==> src/rtl/flash_audio_pkg.sv <==
// Shared types, slot constants and the sample attenuation helper for the
// flash-to-codec playback engine.
package flash_audio_pkg;

    // Playback sequencer states.
    typedef enum logic [2:0] {
        ST_IDLE       = 3'd0,
        ST_REQ        = 3'd1,
        ST_WAIT_DATA  = 3'd2,
        ST_SLOT_WAIT  = 3'd3,
        ST_SLOT_WRITE = 3'd4,
        ST_SLOT_DRAIN = 3'd5,
        ST_NEXT       = 3'd6
    } state_e;

    // Avalon read handshake states inside the word fetcher.
    typedef enum logic [1:0] {
        FETCH_IDLE = 2'd0,
        FETCH_REQ  = 2'd1,
        FETCH_WAIT = 2'd2
    } fetch_state_e;

    // Codec slots consumed per flash word.
    localparam int unsigned SLOT_MONO   = 32'd2;
    localparam int unsigned SLOT_STEREO = 32'd1;

    // Signed arithmetic right shift (sign-fill). Callers sign-extend their
    // sample to 32 bits and truncate the result back to the sample width.
    function automatic logic signed [31:0] attenuate(
        input logic signed [31:0] sample,
        input logic        [7:0]  shift
    );
        return sample >>> shift;
    endfunction

endpackage

==> src/rtl/flash_word_fetcher.sv <==
// Avalon-MM single-word read master. One issue pulse launches a read at the
// supplied address; the read is held through waitrequest, and the returned
// word is captured either in the acceptance cycle or in a later
// readdatavalid cycle. word_valid flags the cycle in which the word lands.
module flash_word_fetcher
    import flash_audio_pkg::*;
#(
    parameter int unsigned ADDR_W    = 32'd23,
    parameter int unsigned DATA_W    = 32'd32,
    parameter int unsigned BASE_ADDR = 32'd0
) (
    input  logic              clk,
    input  logic              resetb,
    input  logic              issue,
    input  logic [ADDR_W-1:0] issue_addr,
    input  logic              waitrequest,
    input  logic [DATA_W-1:0] readdata,
    input  logic              readdatavalid,
    output logic              mem_read,
    output logic [ADDR_W-1:0] mem_address,
    output logic              accept,
    output logic              word_valid,
    output logic [DATA_W-1:0] word
);

    fetch_state_e      fstate_r;
    logic              read_r;
    logic [ADDR_W-1:0] addr_r;
    logic [DATA_W-1:0] word_r;
    logic              accept_s;
    logic              valid_s;

    assign mem_read    = read_r;
    assign mem_address = addr_r;
    assign accept      = accept_s;
    assign word_valid  = valid_s;
    assign word        = word_r;

    // Decode read acceptance and data arrival for the current cycle.
    always_comb begin
        accept_s = 1'b0;
        valid_s  = 1'b0;
        case (fstate_r)
            FETCH_REQ: begin
                accept_s = ~waitrequest;
                valid_s  = ~waitrequest & readdatavalid;
            end
            FETCH_WAIT: begin
                valid_s = readdatavalid;
            end
            default: begin
                accept_s = 1'b0;
                valid_s  = 1'b0;
            end
        endcase
    end

    // Read request / data capture sequencer.
    always_ff @(posedge clk or negedge resetb) begin
        if (!resetb) begin
            fstate_r <= FETCH_IDLE;
            read_r   <= 1'b0;
            addr_r   <= ADDR_W'(BASE_ADDR);
            word_r   <= '0;
        end else begin
            case (fstate_r)
                FETCH_IDLE: begin
                    if (issue) begin
                        read_r   <= 1'b1;
                        addr_r   <= issue_addr;
                        fstate_r <= FETCH_REQ;
                    end
                end
                FETCH_REQ: begin
                    if (accept_s) begin
                        read_r <= 1'b0;
                        if (valid_s) begin
                            word_r   <= readdata;
                            fstate_r <= FETCH_IDLE;
                        end else begin
                            fstate_r <= FETCH_WAIT;
                        end
                    end
                end
                FETCH_WAIT: begin
                    if (valid_s) begin
                        word_r   <= readdata;
                        fstate_r <= FETCH_IDLE;
                    end
                end
                default: begin
                    read_r   <= 1'b0;
                    fstate_r <= FETCH_IDLE;
                end
            endcase
        end
    end

endmodule

==> src/rtl/flash_audio_streamer.sv <==
// Flash-to-codec playback engine: walks a clip of packed sample words
// forward or backward, unpacks mono or stereo slots, attenuates them and
// hands them to the codec FIFO one strobe at a time. Supports looping,
// one-shot with a done pulse, and pause at word boundaries.
module flash_audio_streamer
    import flash_audio_pkg::*;
#(
    parameter int unsigned ADDR_W    = 32'd23,
    parameter int unsigned SAMPLE_W  = 32'd16,
    parameter int unsigned BASE_ADDR = 32'd0,
    parameter int unsigned NUM_WORDS = 32'h0020_0000,
    parameter int unsigned SHIFT_W   = 32'd3
) (
    input  logic                  clk,
    input  logic                  resetb,
    input  logic                  start,
    input  logic                  pause,
    input  logic                  loop_en,
    input  logic                  reverse,
    input  logic                  stereo,
    input  logic [SHIFT_W-1:0]    atten,
    output logic                  flash_mem_read,
    output logic [ADDR_W-1:0]     flash_mem_address,
    output logic [3:0]            flash_mem_byteenable,
    input  logic                  flash_mem_waitrequest,
    input  logic [2*SAMPLE_W-1:0] flash_mem_readdata,
    input  logic                  flash_mem_readdatavalid,
    input  logic                  write_ready,
    output logic                  write_s,
    output logic [SAMPLE_W-1:0]   writedata_left,
    output logic [SAMPLE_W-1:0]   writedata_right,
    output logic                  busy,
    output logic                  done
);

    localparam logic [ADDR_W-1:0] START_FWD   = ADDR_W'(BASE_ADDR);
    localparam logic [ADDR_W-1:0] START_REV   = ADDR_W'(BASE_ADDR + NUM_WORDS - 32'd1);
    localparam logic [ADDR_W-1:0] ADDR_ONE    = ADDR_W'(32'd1);
    localparam logic [ADDR_W:0]   NUM_WORDS_C = (ADDR_W + 32'd1)'(NUM_WORDS);
    localparam logic [ADDR_W:0]   CNT_ONE     = (ADDR_W + 32'd1)'(32'd1);

    state_e                 state_r;
    logic [ADDR_W-1:0]      addr_r;
    logic [ADDR_W:0]        cnt_r;
    logic                   reverse_r;
    logic                   stereo_r;
    logic [1:0]             slot_r;
    logic [SHIFT_W-1:0]     atten_r;
    logic                   write_r;
    logic [SAMPLE_W-1:0]    left_r;
    logic [SAMPLE_W-1:0]    right_r;
    logic                   busy_r;
    logic                   done_r;

    logic                   issue_s;
    logic [ADDR_W-1:0]      issue_addr_s;
    logic                   fetch_accept_s;
    logic                   fetch_valid_s;
    logic [2*SAMPLE_W-1:0]  fetch_word_s;
    logic [ADDR_W:0]        cnt_inc_s;
    logic [ADDR_W-1:0]      addr_step_s;
    logic [ADDR_W-1:0]      start_addr_s;
    logic [SAMPLE_W-1:0]    lo_s;
    logic [SAMPLE_W-1:0]    hi_s;
    logic [1:0]             slots_s;
    logic                   last_slot_s;
    logic [SAMPLE_W-1:0]    left_raw_s;
    logic [SAMPLE_W-1:0]    right_raw_s;
    logic signed [SAMPLE_W-1:0] left_sg_s;
    logic signed [SAMPLE_W-1:0] right_sg_s;
    logic [SAMPLE_W-1:0]    left_att_s;
    logic [SAMPLE_W-1:0]    right_att_s;

    assign flash_mem_byteenable = 4'b1111;
    assign write_s              = write_r;
    assign writedata_left       = left_r;
    assign writedata_right      = right_r;
    assign busy                 = busy_r;
    assign done                 = done_r;

    flash_word_fetcher #(
        .ADDR_W    (ADDR_W),
        .DATA_W    (2 * SAMPLE_W),
        .BASE_ADDR (BASE_ADDR)
    ) u_fetcher (
        .clk           (clk),
        .resetb        (resetb),
        .issue         (issue_s),
        .issue_addr    (issue_addr_s),
        .waitrequest   (flash_mem_waitrequest),
        .readdata      (flash_mem_readdata),
        .readdatavalid (flash_mem_readdatavalid),
        .mem_read      (flash_mem_read),
        .mem_address   (flash_mem_address),
        .accept        (fetch_accept_s),
        .word_valid    (fetch_valid_s),
        .word          (fetch_word_s)
    );

    // Decide when to launch a flash read and at which word address.
    always_comb begin
        cnt_inc_s    = cnt_r + CNT_ONE;
        addr_step_s  = reverse_r ? (addr_r - ADDR_ONE) : (addr_r + ADDR_ONE);
        start_addr_s = reverse_r ? START_REV : START_FWD;
        issue_s      = 1'b0;
        issue_addr_s = addr_r;
        case (state_r)
            ST_IDLE: begin
                if (start) begin
                    issue_s      = 1'b1;
                    issue_addr_s = reverse ? START_REV : START_FWD;
                end else begin
                    issue_s = 1'b0;
                end
            end
            ST_NEXT: begin
                if (pause) begin
                    issue_s = 1'b0;
                end else if (cnt_inc_s < NUM_WORDS_C) begin
                    issue_s      = 1'b1;
                    issue_addr_s = addr_step_s;
                end else if (loop_en) begin
                    issue_s      = 1'b1;
                    issue_addr_s = start_addr_s;
                end else begin
                    issue_s = 1'b0;
                end
            end
            default: begin
                issue_s = 1'b0;
            end
        endcase
    end

    // Pick the sample(s) for the current slot and attenuate them.
    always_comb begin
        lo_s        = fetch_word_s[SAMPLE_W-1:0];
        hi_s        = fetch_word_s[2*SAMPLE_W-1:SAMPLE_W];
        slots_s     = stereo_r ? 2'(SLOT_STEREO) : 2'(SLOT_MONO);
        last_slot_s = ((slot_r + 2'd1) == slots_s);
        if (stereo_r) begin
            left_raw_s  = lo_s;
            right_raw_s = hi_s;
        end else if ((slot_r[0] ^ reverse_r) == 1'b1) begin
            left_raw_s  = hi_s;
            right_raw_s = hi_s;
        end else begin
            left_raw_s  = lo_s;
            right_raw_s = lo_s;
        end
        left_sg_s   = left_raw_s;
        right_sg_s  = right_raw_s;
        left_att_s  = SAMPLE_W'(attenuate(32'(left_sg_s), 8'(atten_r)));
        right_att_s = SAMPLE_W'(attenuate(32'(right_sg_s), 8'(atten_r)));
    end

    // Playback sequencer with registered codec and status outputs.
    always_ff @(posedge clk or negedge resetb) begin
        if (!resetb) begin
            state_r   <= ST_IDLE;
            addr_r    <= START_FWD;
            cnt_r     <= '0;
            reverse_r <= 1'b0;
            stereo_r  <= 1'b0;
            slot_r    <= 2'd0;
            atten_r   <= '0;
            write_r   <= 1'b0;
            left_r    <= '0;
            right_r   <= '0;
            busy_r    <= 1'b0;
            done_r    <= 1'b0;
        end else begin
            done_r <= 1'b0;
            case (state_r)
                ST_IDLE: begin
                    if (start) begin
                        reverse_r <= reverse;
                        stereo_r  <= stereo;
                        addr_r    <= issue_addr_s;
                        cnt_r     <= '0;
                        slot_r    <= 2'd0;
                        busy_r    <= 1'b1;
                        state_r   <= ST_REQ;
                    end
                end
                ST_REQ: begin
                    if (fetch_accept_s) begin
                        if (fetch_valid_s) begin
                            atten_r <= atten;
                            slot_r  <= 2'd0;
                            state_r <= ST_SLOT_WAIT;
                        end else begin
                            state_r <= ST_WAIT_DATA;
                        end
                    end
                end
                ST_WAIT_DATA: begin
                    if (fetch_valid_s) begin
                        atten_r <= atten;
                        slot_r  <= 2'd0;
                        state_r <= ST_SLOT_WAIT;
                    end
                end
                ST_SLOT_WAIT: begin
                    if (write_ready) begin
                        left_r  <= left_att_s;
                        right_r <= right_att_s;
                        write_r <= 1'b1;
                        state_r <= ST_SLOT_WRITE;
                    end
                end
                ST_SLOT_WRITE: begin
                    write_r <= 1'b0;
                    state_r <= ST_SLOT_DRAIN;
                end
                ST_SLOT_DRAIN: begin
                    if (!write_ready) begin
                        if (last_slot_s) begin
                            state_r <= ST_NEXT;
                        end else begin
                            slot_r  <= slot_r + 2'd1;
                            state_r <= ST_SLOT_WAIT;
                        end
                    end
                end
                ST_NEXT: begin
                    if (!pause) begin
                        if (cnt_inc_s < NUM_WORDS_C) begin
                            cnt_r   <= cnt_inc_s;
                            addr_r  <= issue_addr_s;
                            state_r <= ST_REQ;
                        end else if (loop_en) begin
                            cnt_r   <= '0;
                            addr_r  <= issue_addr_s;
                            state_r <= ST_REQ;
                        end else begin
                            cnt_r   <= cnt_inc_s;
                            done_r  <= 1'b1;
                            busy_r  <= 1'b0;
                            state_r <= ST_IDLE;
                        end
                    end
                end
                default: begin
                    write_r <= 1'b0;
                    busy_r  <= 1'b0;
                    state_r <= ST_IDLE;
                end
            endcase
        end
    end

endmodule
==> config.mk <==
export PLATFORM = sky130hd
export DESIGN_NAME = flash_audio_streamer
export DESIGN_NICKNAME = d
export VERILOG_FILES = /design/src/rtl/flash_audio_pkg.sv /design/src/rtl/flash_word_fetcher.sv /design/src/rtl/flash_audio_streamer.sv
export SDC_FILE = /design/constraint.sdc
export NUM_CORES = 1
export LEC_CHECK = 0
export ABC_CLOCK_PERIOD_IN_PS = 3350
export CAP_MARGIN = 10
export CORE_MARGIN = 2
export CORE_UTILIZATION = 35
export DETAILED_ROUTE_END_ITERATION = 8
export GPL_TIMING_DRIVEN = 0
export HOLD_SLACK_MARGIN = 0.15
export PLACE_DENSITY = 0.62
export REMOVE_ABC_BUFFERS = 1
export SETUP_SLACK_MARGIN = 0.1
export SYNTH_ARGS = -nofsm -noshare
export SYNTH_HDL_FRONTEND = slang
export SYNTH_SLANG_ARGS = --single-unit
==> constraint.sdc <==
create_clock -name clk -period 3.35 [get_ports clk]
set_input_delay 0.335 -clock clk [delete_from_list [all_inputs] [get_ports clk]]
set_output_delay 0.335 -clock clk [all_outputs]
set_load 0.02 [all_outputs]
==> results.md, run 1 <==
* Status: finished, final reports clean
* Most common cell in the netlist: dfrtp_1
* Delay-heaviest family, CP: simple AND/OR/NAND/NOR gates
* Ys async rst share at 1.00
* Total gr overflow at 0
* Worst EP arrival at 3.44 ns
* Cells after synthesis at 1000
* CTS buffer count at 17
* DRT Pass-1 Iters at 5
* Post-synthesis sequential area ratio at 0.397
* Mapped Area at 0.00946 mm²
* WL final at 25500 µm
* H-tree Lvls at 4
* Leak at 4.80 nW
* Cell row count at 60
* Worst slew pin tran at 1.04 ns
* Endpoint class of the critical path: flip-flop
* Area growth syn-to-layout at 21.8%
* Crit path from: state_r[0]
* Req. time, crit path at 3.67 ns
* Crit path kind: flip-flop to flip-flop
* Leading area contributor after synthesis: dfrtp_1
* EDFF count, synth at 0
* Power, Total at 12.2 mW
* Fin worst setup slack at 0.230 ns
* Top post-synthesis cells by area: dfrtp_1 (40%), mux2i_1 (9.6%), mux2_2 (7.1%)
* RR Startpoint: state_r[0]
* Worst setup SP type: flip-flop
* Synth Warn # at 0
* WL/cell at 17.8 µm
* CTS root buf: clkbuf_16
* Initial core utilization at 0.354
* ANT cells at 0
* Critical path cell sequence: nor2b_1, and2_1, a21oi_4, nand2b_1, a21o_1, nor2_4, mux2_2
* Clock slew at reported path FFs at 0.07 ns
* Total track usage at 0.180
* Yosys reg bits at 150
* Max stage delay on crit path at 0.68 ns
* IO buf count at 103
* Nets at 1147
* Crit-path max FO at 18
* Slew Limit Fails at 0
* Vias in the first global route at 7667
* Skew-Pair Late Insertion Delay at 0.44 ns
* Max transition margin at 0.298
* Largest net degree at the start of global routing at 79
* Fin area at 0.0115 mm²
* DR DRC count at 0
* Initial DRC count at 535
* Synth top cells by count: dfrtp_1 (150), mux2i_1 (91), nand2_1 (91), o21ai_0 (86), nor2_1 (82)
* Die Y at 168 µm
* Final setup viols at 0
* Vias at 7879
* Sink Count at 150
* Initial antenna violation count at 1
* Unrepaired setup endpoints after global routing: true
* Critical path buffers and inverters at 0
* Max Cap Viol at 0
* Post-Syn Area per Cell at 9.46 µm²
* Reg2reg end: u_fetcher.mem_address[18]
* Max VDD drop at 0.000449 V
* Setup TNS at 0 ns
* FMAX at 320 MHz
* Area after DPL at 0.0108 mm²
* Fin. Hold Viols at 0
* Share of the synthesized area in the top cell type at 0.397
* CTS tree: built
* Proportion of layout cells with a drive suffix above 1 at 0.133
* Hold Crit Class: primary input to async pin
* Hold slack at 0.436 ns
* Reg2reg setup slack at 0.23 ns
* FF-to-FF path depth at 7
* Top_reg_cell synth: dfrtp_1
* Clock Skews at 0.0153 ns
* Pre-CTS setup slack at -0.679 ns
* Global-route wire length before repair at 41000 µm
* HPWL Detailed at 17700 µm
* Clk buf depth at 2
* Critical path's slowest cell: dfrtp_1
* Vias per cell at 5.51
* Antenna-violating nets left at 0
* Final Wtd Congestion at 0.897
* # IOs at 108
* Placeable Area at 0.0267 mm²
* P per Cell Area at 1060 mW/mm²
* Min cycle time layout at 3.12 ns
* Fin crit share at 0.931
* Die ar. at 0.0284 mm²
* Width of the die at 168 µm
* Distinct cells, synth at 74
[routing by layer]
metal  up-vias  GRT usage  routed length, µm
met4         2     0.0622                767
li1       3824          -                  -
met2       219      0.290              11700
met3        52     0.0339               1310
met1      3782      0.243              11800
met5         -          0                  8
[registers in the layout, summed over array words and instances, names as in the netlist, 3 cells and up]
name / flops
cnt_r: 24
u_fetcher.mem_address: 23
u_fetcher.word: 32
atten_r: 3
state_r: 3
addr_r: 23
writedata_right: 16
writedata_left: 16
[area by class of cell]
cell class / count / area (µm²)
Clock inverter: 15 / 159
Fill cell: 2599 / 15200
Sequential cell: 150 / 3760
Multi-Input combinational cell: 778 / 5510
Tap cell: 341 / 427
Clock buffer: 17 / 425
Timing Repair Buffer: 111 / 1170
Inverter: 18 / 71.3
[worst max path at each step]
stage	endpoint	slack [ns]	depth (start not counted)
final	u_fetcher.mem_address[18]	0.23	7
after floorplan	writedata_right[2]	0.11	8
after detailed placement	cnt_r[16]	-0.68	8
after global placement	u_fetcher.word[20]	-4.59	1
after global routing	u_fetcher.mem_address[22]	0.05	7
after CTS	u_fetcher.mem_address[17]	0.10	7
[timing repair]
item                       4_1_cts  5_1_grt
setup endpoints to repair       63       42
gates resized for setup         11       14
cloned                           0        1
buffers inserted                 0        2
hold endpoints to repair        72        0
hold buffers                     1        0
pin swaps                        0        2
[through the flow]
stage | instances | utilization
4_1_cts | 1427 | 0.428
3_3_place_gp | 1389 | 0.399
2_1_floorplan | 945 | -
6_report | 1430 | 0.431
3_5_place_dp | 1394 | 0.404
5_1_grt | 1430 | 0.431
[report_power, final]
part	leakage [nW]	switching (mW)	internal, mW
clock	0.279	0.893	1.06
combinational	2.64	3.86	3.16
sequential	1.88	0.773	2.51
total	4.80	5.52	6.72
[logic make-up (layout without fill, tap and decap cells)]
logic type                 count (synthesis)  count (layout)  synth area share
other                                      1               4          0.000397
AOI/OAI and AO/OA                        303             303             0.206
and+or+nand+nor                          270             271             0.138
buffers and inverters                     76             161            0.0339
muxes                                    152             152             0.169
adders and majority gates                 26              26            0.0352
DFF                                      150             150             0.397
xor gates and xnor gates                  22              22            0.0204
[layout by cell type (no fill, tap or decap), drive strengths merged, types with 5 or more instances in the layout]
| master | netlist | final |
|---|---|---|
| a21oi | 69 | 69 |
| nor2b | 18 | 18 |
| nand4 | 10 | 10 |
| a31oi | 17 | 17 |
| ha | 25 | 25 |
| buf | 20 | 8 |
| xnor2 | 11 | 11 |
| xor2 | 11 | 11 |
| clkbuf | 38 | 17 |
| o41ai | 5 | 5 |
| o31ai | 13 | 13 |
| clkdlybuf4s50 | 0 | 102 |
| or3 | 5 | 5 |
| nor2 | 85 | 86 |
| nand3 | 14 | 14 |
| o21a | 10 | 10 |
| nor3 | 11 | 11 |
| mux2i | 91 | 91 |
| inv | 18 | 26 |
| a21o | 21 | 21 |
| dfrtp | 150 | 150 |
| a211oi | 29 | 29 |
| and3 | 6 | 6 |
| o21ai | 90 | 90 |
| nand2b | 12 | 12 |
| nand2 | 91 | 91 |
| o211ai | 8 | 8 |
| mux2 | 61 | 61 |
Note: power is estimated with default switching activity, not from simulation.
==> run 2, diff against run 1 <==
--- a/config.mk
+++ b/config.mk
@@ -8,12 +8,11 @@
 export ABC_CLOCK_PERIOD_IN_PS = 3350
 export CAP_MARGIN = 10
 export CORE_MARGIN = 2
-export CORE_UTILIZATION = 35
+export CORE_UTILIZATION = 44
 export DETAILED_ROUTE_END_ITERATION = 8
 export GPL_TIMING_DRIVEN = 0
 export HOLD_SLACK_MARGIN = 0.15
-export PLACE_DENSITY = 0.62
-export REMOVE_ABC_BUFFERS = 1
+export PLACE_DENSITY = 0.73
 export SETUP_SLACK_MARGIN = 0.1
 export SYNTH_ARGS = -nofsm -noshare
 export SYNTH_HDL_FRONTEND = slang
==> run 2 against run 1 <==
  * Wire length grew 3.6%
  * Via count grew 5.5%
  * Register-to-register slack worse by 0.05 ns
  * Critical path type unchanged
  * Largest power group unchanged
  * Clock skew down 0.0023 ns
  * Global-route usage rose by 5.4 points
  * Die area fell by 20%
==> results.md, run 2 (synthesis gave the netlist of run 1 again) <==
* H-tree Lvls at 4 (unchanged)
* Hold slack at 0.418 ns (-0.0182 ns)
* Initial core utilization at 0.448 (+0.0946)
* Slew Limit Fails at 0 (unchanged)
* GR Layer Usage met3 at 0.0379 (+0.00403)
* Worst slew pin tran at 1.11 ns (+0.0690 ns)
* Vias in the first global route at 7806 (+1.8%)
* Worst setup SP type: flip-flop
* Seq pwr share at 0.248 (-0.020)
* Fin area at 0.0115 mm² (+0.18%)
* CTS root buf: clkbuf_16
* Max transition margin at 0.252 (-0.0465)
* P per Cell Area at 1070 mW/mm² (+0.96%)
* Total gr overflow at 0 (unchanged)
* Req. time, crit path at 3.67 ns (about the same)
* Endpoint class of the critical path: flip-flop
* Antenna-violating nets left at 0 (unchanged)
* Cell Int Power at 6.74 mW (+0.24%)
* Width of the die at 151 µm (-11%)
* Commonest non-fill, non-tap cell in the layout: dfrtp_1
* Fin crit share at 0.947 (+0.0152)
* Sink Count at 150 (unchanged)
* Max VDD drop at 0.000585 V (+30%)
* Initial DRC count at 770 (+44%)
* Grt met2 use at 0.362 (+0.0714)
* Cell Count, Final, Fillers Out at 1418 (-0.84%)
* GR Util met1 at 0.326 (+0.0830)
* Max Cap Viol at 0 (unchanged)
* Clock slew at reported path FFs at 0.07 ns (about the same)
* Crit path kind: flip-flop to flip-flop
* Commonest cells after routing, fill and taps aside: dfrtp_1 (149), clkdlybuf4s50_1 (102), nand2_1 (91), mux2i_1 (91), o21ai_0 (86)
* DR DRC count at 0 (unchanged)
* Critical path buffers and inverters at 1 (+1)
* FF-to-FF path depth at 10 (+3)
* Worst path most repeated cell: a21o_1
* Placed insts at 1382 (-0.86%)
* Reg2reg end: u_fetcher.mem_address[17]
* Initial antenna violation count at 1 (unchanged)
* Gate power share at 0.601 (+0.028)
* Unrepaired setup endpoints after global routing: false
* Critical path's slowest cell: dfrtp_4
* GRT Max-Usage Layer: met2
* CTS buffer count at 17 (unchanged)
* Skew-Pair Late Insertion Delay at 0.43 ns (about the same)
* Delay-heaviest family, CP: compound AO/OA/AOI/OAI gates
* HPWL Detailed at 19400 µm (+9.5%)
* Cell row count at 53 (-12%)
* Critical path cell sequence: buf_4, ha_1, a21o_1, a21o_1, a221oi_1, nand2_1, a41oi_1, xor2_1, a31oi_1, mux2_2
* FILL cells at 1926 (-26%)
* CTS tree: built
* Sw Ratio at 0.456 (+0.00494)
* WL final at 26400 µm (+3.6%)
* Area growth syn-to-layout at 22.1%
* # IOs at 108 (unchanged)
* Max reg flops at 32 (unchanged)
* Hold Crit Class: primary input to async pin
* Clk buf depth at 2 (unchanged)
* Fin. Hold Viols at 0 (unchanged)
* Reg2reg setup slack at 0.18 ns (-0.05 ns)
* Vias at 8312 (+5.5%)
* Sw Pwr at 5.65 mW (+2.3%)
* WL/cell at 18.7 µm (+4.5%)
* Final Wtd Congestion at 0.932 (+3.8%)
* Area after DPL at 0.0109 mm² (+0.70%)
* Crit-path max FO at 7 (-11)
* DRT Pass-1 Iters at 5 (unchanged)
* Final setup viols at 0 (unchanged)
* Leak at 4.87 nW (+1.4%)
* Max stage delay on crit path at 0.55 ns (-0.13 ns)
* Min cycle time layout at 3.17 ns (+0.0511 ns)
* Die Y at 151 µm (-11%)
* Status: finished, final reports clean
* Die ar. at 0.0227 mm² (-20%)
* Clock Skews at 0.0130 ns (-0.00225 ns)
* Nets at 1200 (+4.6%)
* Worst EP arrival at 3.50 ns (+0.06 ns)
* Placeable Area at 0.0211 mm² (-21%)
* Global-route wire length before repair at 41700 µm (+1.6%)
* Vias per cell at 5.86 (+6.4%)
* Total track usage at 0.235 (+0.0544)
* IO buf count at 103 (unchanged)
* Clock power share at 0.151 (-0.008)
* Largest net degree at the start of global routing at 101 (+28%)
* Power, Total at 12.4 mW (+1.2%)
* Proportion of layout cells with a drive suffix above 1 at 0.124 (-0.00881)
* RR Startpoint: reverse_r
* FMAX at 315 MHz (-1.6%)
run 2: worst max-delay path by stage:
stage                         start                        end  slack (ns)  cells after the start
after floorplan           reverse_r  u_fetcher.mem_address[22]        0.43                      9
after global placement       resetb          writedata_left[5]       -4.26                      1
after detailed placement  reverse_r  u_fetcher.mem_address[22]       -0.41                      9
after CTS                 reverse_r  u_fetcher.mem_address[22]        0.07                     10
after global routing      reverse_r                 addr_r[22]        0.11                     10
final                     reverse_r  u_fetcher.mem_address[17]        0.18                     10
run 2: repair_timing:
item                                   4_1_cts  5_1_grt
cloned                                       0        0
hold buffers                                 1        0
pin swaps                                    0        3
setup endpoints to repair                   52       58
setup buffers                                0        3
endpoints found under the hold margin       50        0
gates resized for setup                      5       14
run 2: worst reg2reg max path, cell delays in order, from the launching register on:
cell and delay, ns:
dfrtp_4 0.55, buf_4 0.17, ha_1 0.36, a21o_1 0.18, a21o_1 0.17, a221oi_1 0.48
nand2_1 0.17, a41oi_1 0.31, xor2_1 0.23, a31oi_1 0.15, mux2_2 0.29
run 2: layer usage:
metal  up-vias  routed length (µm)
met1      3985               12000
met5         -                   0
met3        51                1560
met4         0                 712
li1       3939                   -
met2       337               12200
run 2: power groups by stage:
stage | logic, mW | registers (mW) | clock network, mW
after global routing | 8.08 | 3.15 | 1.98
after CTS | 7.22 | 3.09 | 1.91
after floorplan | 4.78 | 3.31 | 0
final | 7.45 | 3.07 | 1.87
after global placement | 7.04 | 3.08 | 0
after detailed placement | 7.16 | 3.11 | 0
run 2: stage by stage:
step | utilization | setup WS [ns] | TNS, ns
2_1_floorplan | - | 0.434 | 0
4_1_cts | 0.544 | 0.0717 | 0
3_3_place_gp | 0.514 | -4.26 | -639.72
3_5_place_dp | 0.516 | -0.414 | -4.76
5_1_grt | 0.547 | 0.112 | 0
6_report | 0.547 | 0.179 | 0
run 2: final cells by class:
cell class              instances  area, µm²  share of cell area
repair buffers                108       1100              0.0949
plain buffers                  57        254              0.0220
flip-flops and latches        150       3760               0.325
multi-input cells             777       5450               0.472
clock buffers                  20        447              0.0387
well taps                     275        344              0.0298
diodes                          1       2.50            0.000217
clock inverters                12        121              0.0105
inverters                      18       67.6             0.00585
==> run 3, diff against run 2 <==
--- a/config.mk
+++ b/config.mk
@@ -5,14 +5,15 @@
 export SDC_FILE = /design/constraint.sdc
 export NUM_CORES = 1
 export LEC_CHECK = 0
-export ABC_CLOCK_PERIOD_IN_PS = 3350
+export ABC_CLOCK_PERIOD_IN_PS = 2930
 export CAP_MARGIN = 10
 export CORE_MARGIN = 2
 export CORE_UTILIZATION = 44
 export DETAILED_ROUTE_END_ITERATION = 8
+export DONT_BUFFER_PORTS = 1
 export GPL_TIMING_DRIVEN = 0
 export HOLD_SLACK_MARGIN = 0.15
-export PLACE_DENSITY = 0.73
+export PLACE_DENSITY = 0.67
 export SETUP_SLACK_MARGIN = 0.1
 export SYNTH_ARGS = -nofsm -noshare
 export SYNTH_HDL_FRONTEND = slang
==> constraint.sdc (replaced) <==
create_clock -name clk -period 2.93 [get_ports clk]
set_input_delay 0.293 -clock clk [delete_from_list [all_inputs] [get_ports clk]]
set_output_delay 0.293 -clock clk [all_outputs]
set_load 0.02 [all_outputs]
==> run 3 against run 2 <==
  * The run now ends with hold timing, setup timing left
  * Clock skew increased by 0.0025 ns
  * Utilization increased by 0.73 points
  * Wire length increased by 8.0%
  * Critical path depth unchanged
  * Sequential share of layout area decreased by 0.40 points
  * Worst setup slack got worse by 0.19 ns
  * Hold slack got worse by 0.87 ns
  * Combinational power increased by 16%
  * Die area unchanged
  * Maximum frequency increased by 7.7%
  * Sequential cell count unchanged
  * Register-to-register slack got worse by 0.19 ns
==> results.md, run 3 (synthesis gave the netlist of run 1 again) <==
* Status: finished with violations
* Failing checks: hold timing, setup timing
* Max stage delay on crit path at 0.55 ns (about the same)
* Max reg flops at 32 (unchanged)
* Vias in the first global route at 8065 (+3.3%)
* CTS tree: built
* CTS Hold Bufs at 42 (+41)
* # IOs at 108 (unchanged)
* Sink Count at 150 (unchanged)
* Initial DRC count at 734 (-4.7%)
* Skew-Pair Late Insertion Delay at 0.44 ns (about the same)
* Vias at 8449 (+1.6%)
* Leak at 4.92 nW (+1.0%)
* DR DRC count at 0 (unchanged)
* Clock slew at reported path FFs at 0.07 ns (about the same)
* Placed insts at 1278 (-7.5%)
* Global-route wire length before repair at 44100 µm (+5.8%)
* H-tree Lvls at 4 (unchanged)
* FF-to-FF path depth at 10 (unchanged)
* Crit path kind: flip-flop to flip-flop
* Critical path buffers and inverters at 1 (unchanged)
* ANT cells at 0 (-1)
* WL final at 28600 µm (+8.0%)
* Max Cap Viol at 0 (unchanged)
* CTS root buf: clkbuf_16
* Pre-CTS setup slack at -0.518 ns (-0.104 ns)
* Cell row count at 53 (unchanged)
* HPWL Detailed at 19000 µm (-2.1%)
* Width of the die at 151 µm (unchanged)
* IO buf count at 0 (-100%)
* Worst setup SP type: flip-flop
* Crit path from: reverse_r
* Fin. Hold Viols at 150 (+150)
* Critical path's slowest cell: dfrtp_4
* Max VDD drop at 0.000751 V (+28%)
* Clk buf depth at 2 (unchanged)
* Final setup viols at 1 (+1)
* RR Startpoint: reverse_r
* Total track usage at 0.251 (+0.0166)
* CTS buffer count at 17 (unchanged)
* Vias per cell at 6.07 (+3.5%)
* Max transition margin at 0.248 (-0.00416)
* Endpoint class of the critical path: flip-flop
* Proportion of layout cells with a drive suffix above 1 at 0.225 (+0.100)
* Hold slack at -0.453 ns (-0.870 ns)
* Placeable Area at 0.0211 mm² (unchanged)
* Clock Skews at 0.0155 ns (+0.00252 ns)
* Min cycle time layout at 2.94 ns (-0.227 ns)
* DRT Pass-1 Iters at 5 (unchanged)
* Area growth syn-to-layout at 23.7%
* Fin worst setup slack at -0.0148 ns (-0.193 ns)
* Setup TNS at -0.0148 ns (-0.0148 ns)
* Final Wtd Congestion at 0.878 (-5.7%)
* Slew Limit Fails at 0 (unchanged)
* WL/cell at 20.5 µm (+10%)
* Delay-heaviest family, CP: compound AO/OA/AOI/OAI gates
* Reg2reg setup slack at -0.01 ns (-0.19 ns)
* P per Cell Area at 1270 mW/mm² (+18%)
* Initial antenna violation count at 0 (-1)
* Final Core Density at 0.555 (+0.00730)
* Largest net degree at the start of global routing at 151 (+50%)
* Crit-path max FO at 7 (unchanged)
* Commonest cells after routing, fill and taps aside: dfrtp_1 (146), nand2_1 (90), mux2i_1 (86)
* Reg2reg end: u_fetcher.mem_address[22]
* Worst slew pin tran at 1.12 ns (+0.00618 ns)
* Critical path cell sequence: buf_4, ha_4, a21o_1, a2111oi_4, a211oi_4, a211oi_4, o211ai_1, xnor2_2, xnor2_2, o41ai_2
* Cell Count, Final, Fillers Out at 1392 (-1.8%)
* Initial core utilization at 0.448 (unchanged)
* Die Y at 151 µm (unchanged)
* FMAX at 340 MHz (+7.7%)
* Req. time, crit path at 3.27 ns (-0.40 ns)
* Hold Crit Class: primary input to async pin
* Worst EP arrival at 3.28 ns (-0.22 ns)
* Unrepaired setup endpoints after global routing: true
* Nets at 1175 (-2.1%)
* Fin crit share at 1.01 (+0.0584)
* Antenna-violating nets left at 0 (unchanged)
* Die ar. at 0.0227 mm² (unchanged)
* Total gr overflow at 0 (unchanged)
* Commonest non-fill, non-tap cell in the layout: dfrtp_1
-- run 3: cell count changes in the layout (fill, tap and decap cells not counted), moves of 8 or more --
cell	before	now
o21ai_1	3	12
buf_4	6	45
clkbuf_1	37	27
dlygate4sd3_1	1	42
o21ai_0	86	72
clkdlybuf4s50_1	102	0
ha_4	0	8
ha_1	25	12
-- run 3: stage by stage --
stage	total power [mW]	cell area [µm²]
after floorplan	9.26	9470
after global placement	10.9	9810
after detailed placement	11.0	9810
after CTS	13.9	11200
after global routing	15.8	11700
final	14.8	11700
-- run 3: cell type report --
type | instances | area (µm²)
inverter | 18 | 71.3
clock buffer | 20 | 447
multi-input combinational | 777 | 5900
clock inverter | 12 | 113
tap | 275 | 344
buffer | 56 | 299
sequential | 150 | 3760
fill | 1802 | 9390
timing repair buffer | 84 | 763
-- run 3: where the power goes --
part	internal, mW	switching [mW]
Combinational	3.81	4.81
Sequential	2.87	1.23
Clock	1.14	0.986
-- run 3: metal layers --
layer | global-route usage | part of all wire
met1 | 0.336 | 0.43
met2 | 0.393 | 0.46
met3 | 0.0476 | 0.067
met4 | 0.119 | 0.042
met5 | 0 | 0
-- run 3: worst max-delay path by stage --
stage,end,cells after the start
2_1_floorplan,u_fetcher.mem_address[22],9
5_1_grt,u_fetcher.mem_address[22],10
3_3_place_gp,u_fetcher.mem_address[22],9
6_report,u_fetcher.mem_address[22],10
4_1_cts,u_fetcher.mem_address[22],10
3_5_place_dp,u_fetcher.mem_address[22],9
-- run 3: timing repair --
action | 4_1_cts | 5_1_grt
pin swaps | 22 | 24
buffers inserted | 18 | 24
resized for setup | 72 | 78
endpoints found under the hold margin | 195 | 150
setup endpoints to repair | 94 | 84
-- run 3: worst register-to-register path: cells and delay by family (launching register included) --
kind | cells | cell delay (ns)
AOI/OAI and AO/OA | 6 | 1.49
buffers and inverters | 1 | 0.17
DFF | 1 | 0.55
xor gates and xnor gates | 2 | 0.38
adders and majority gates | 1 | 0.24
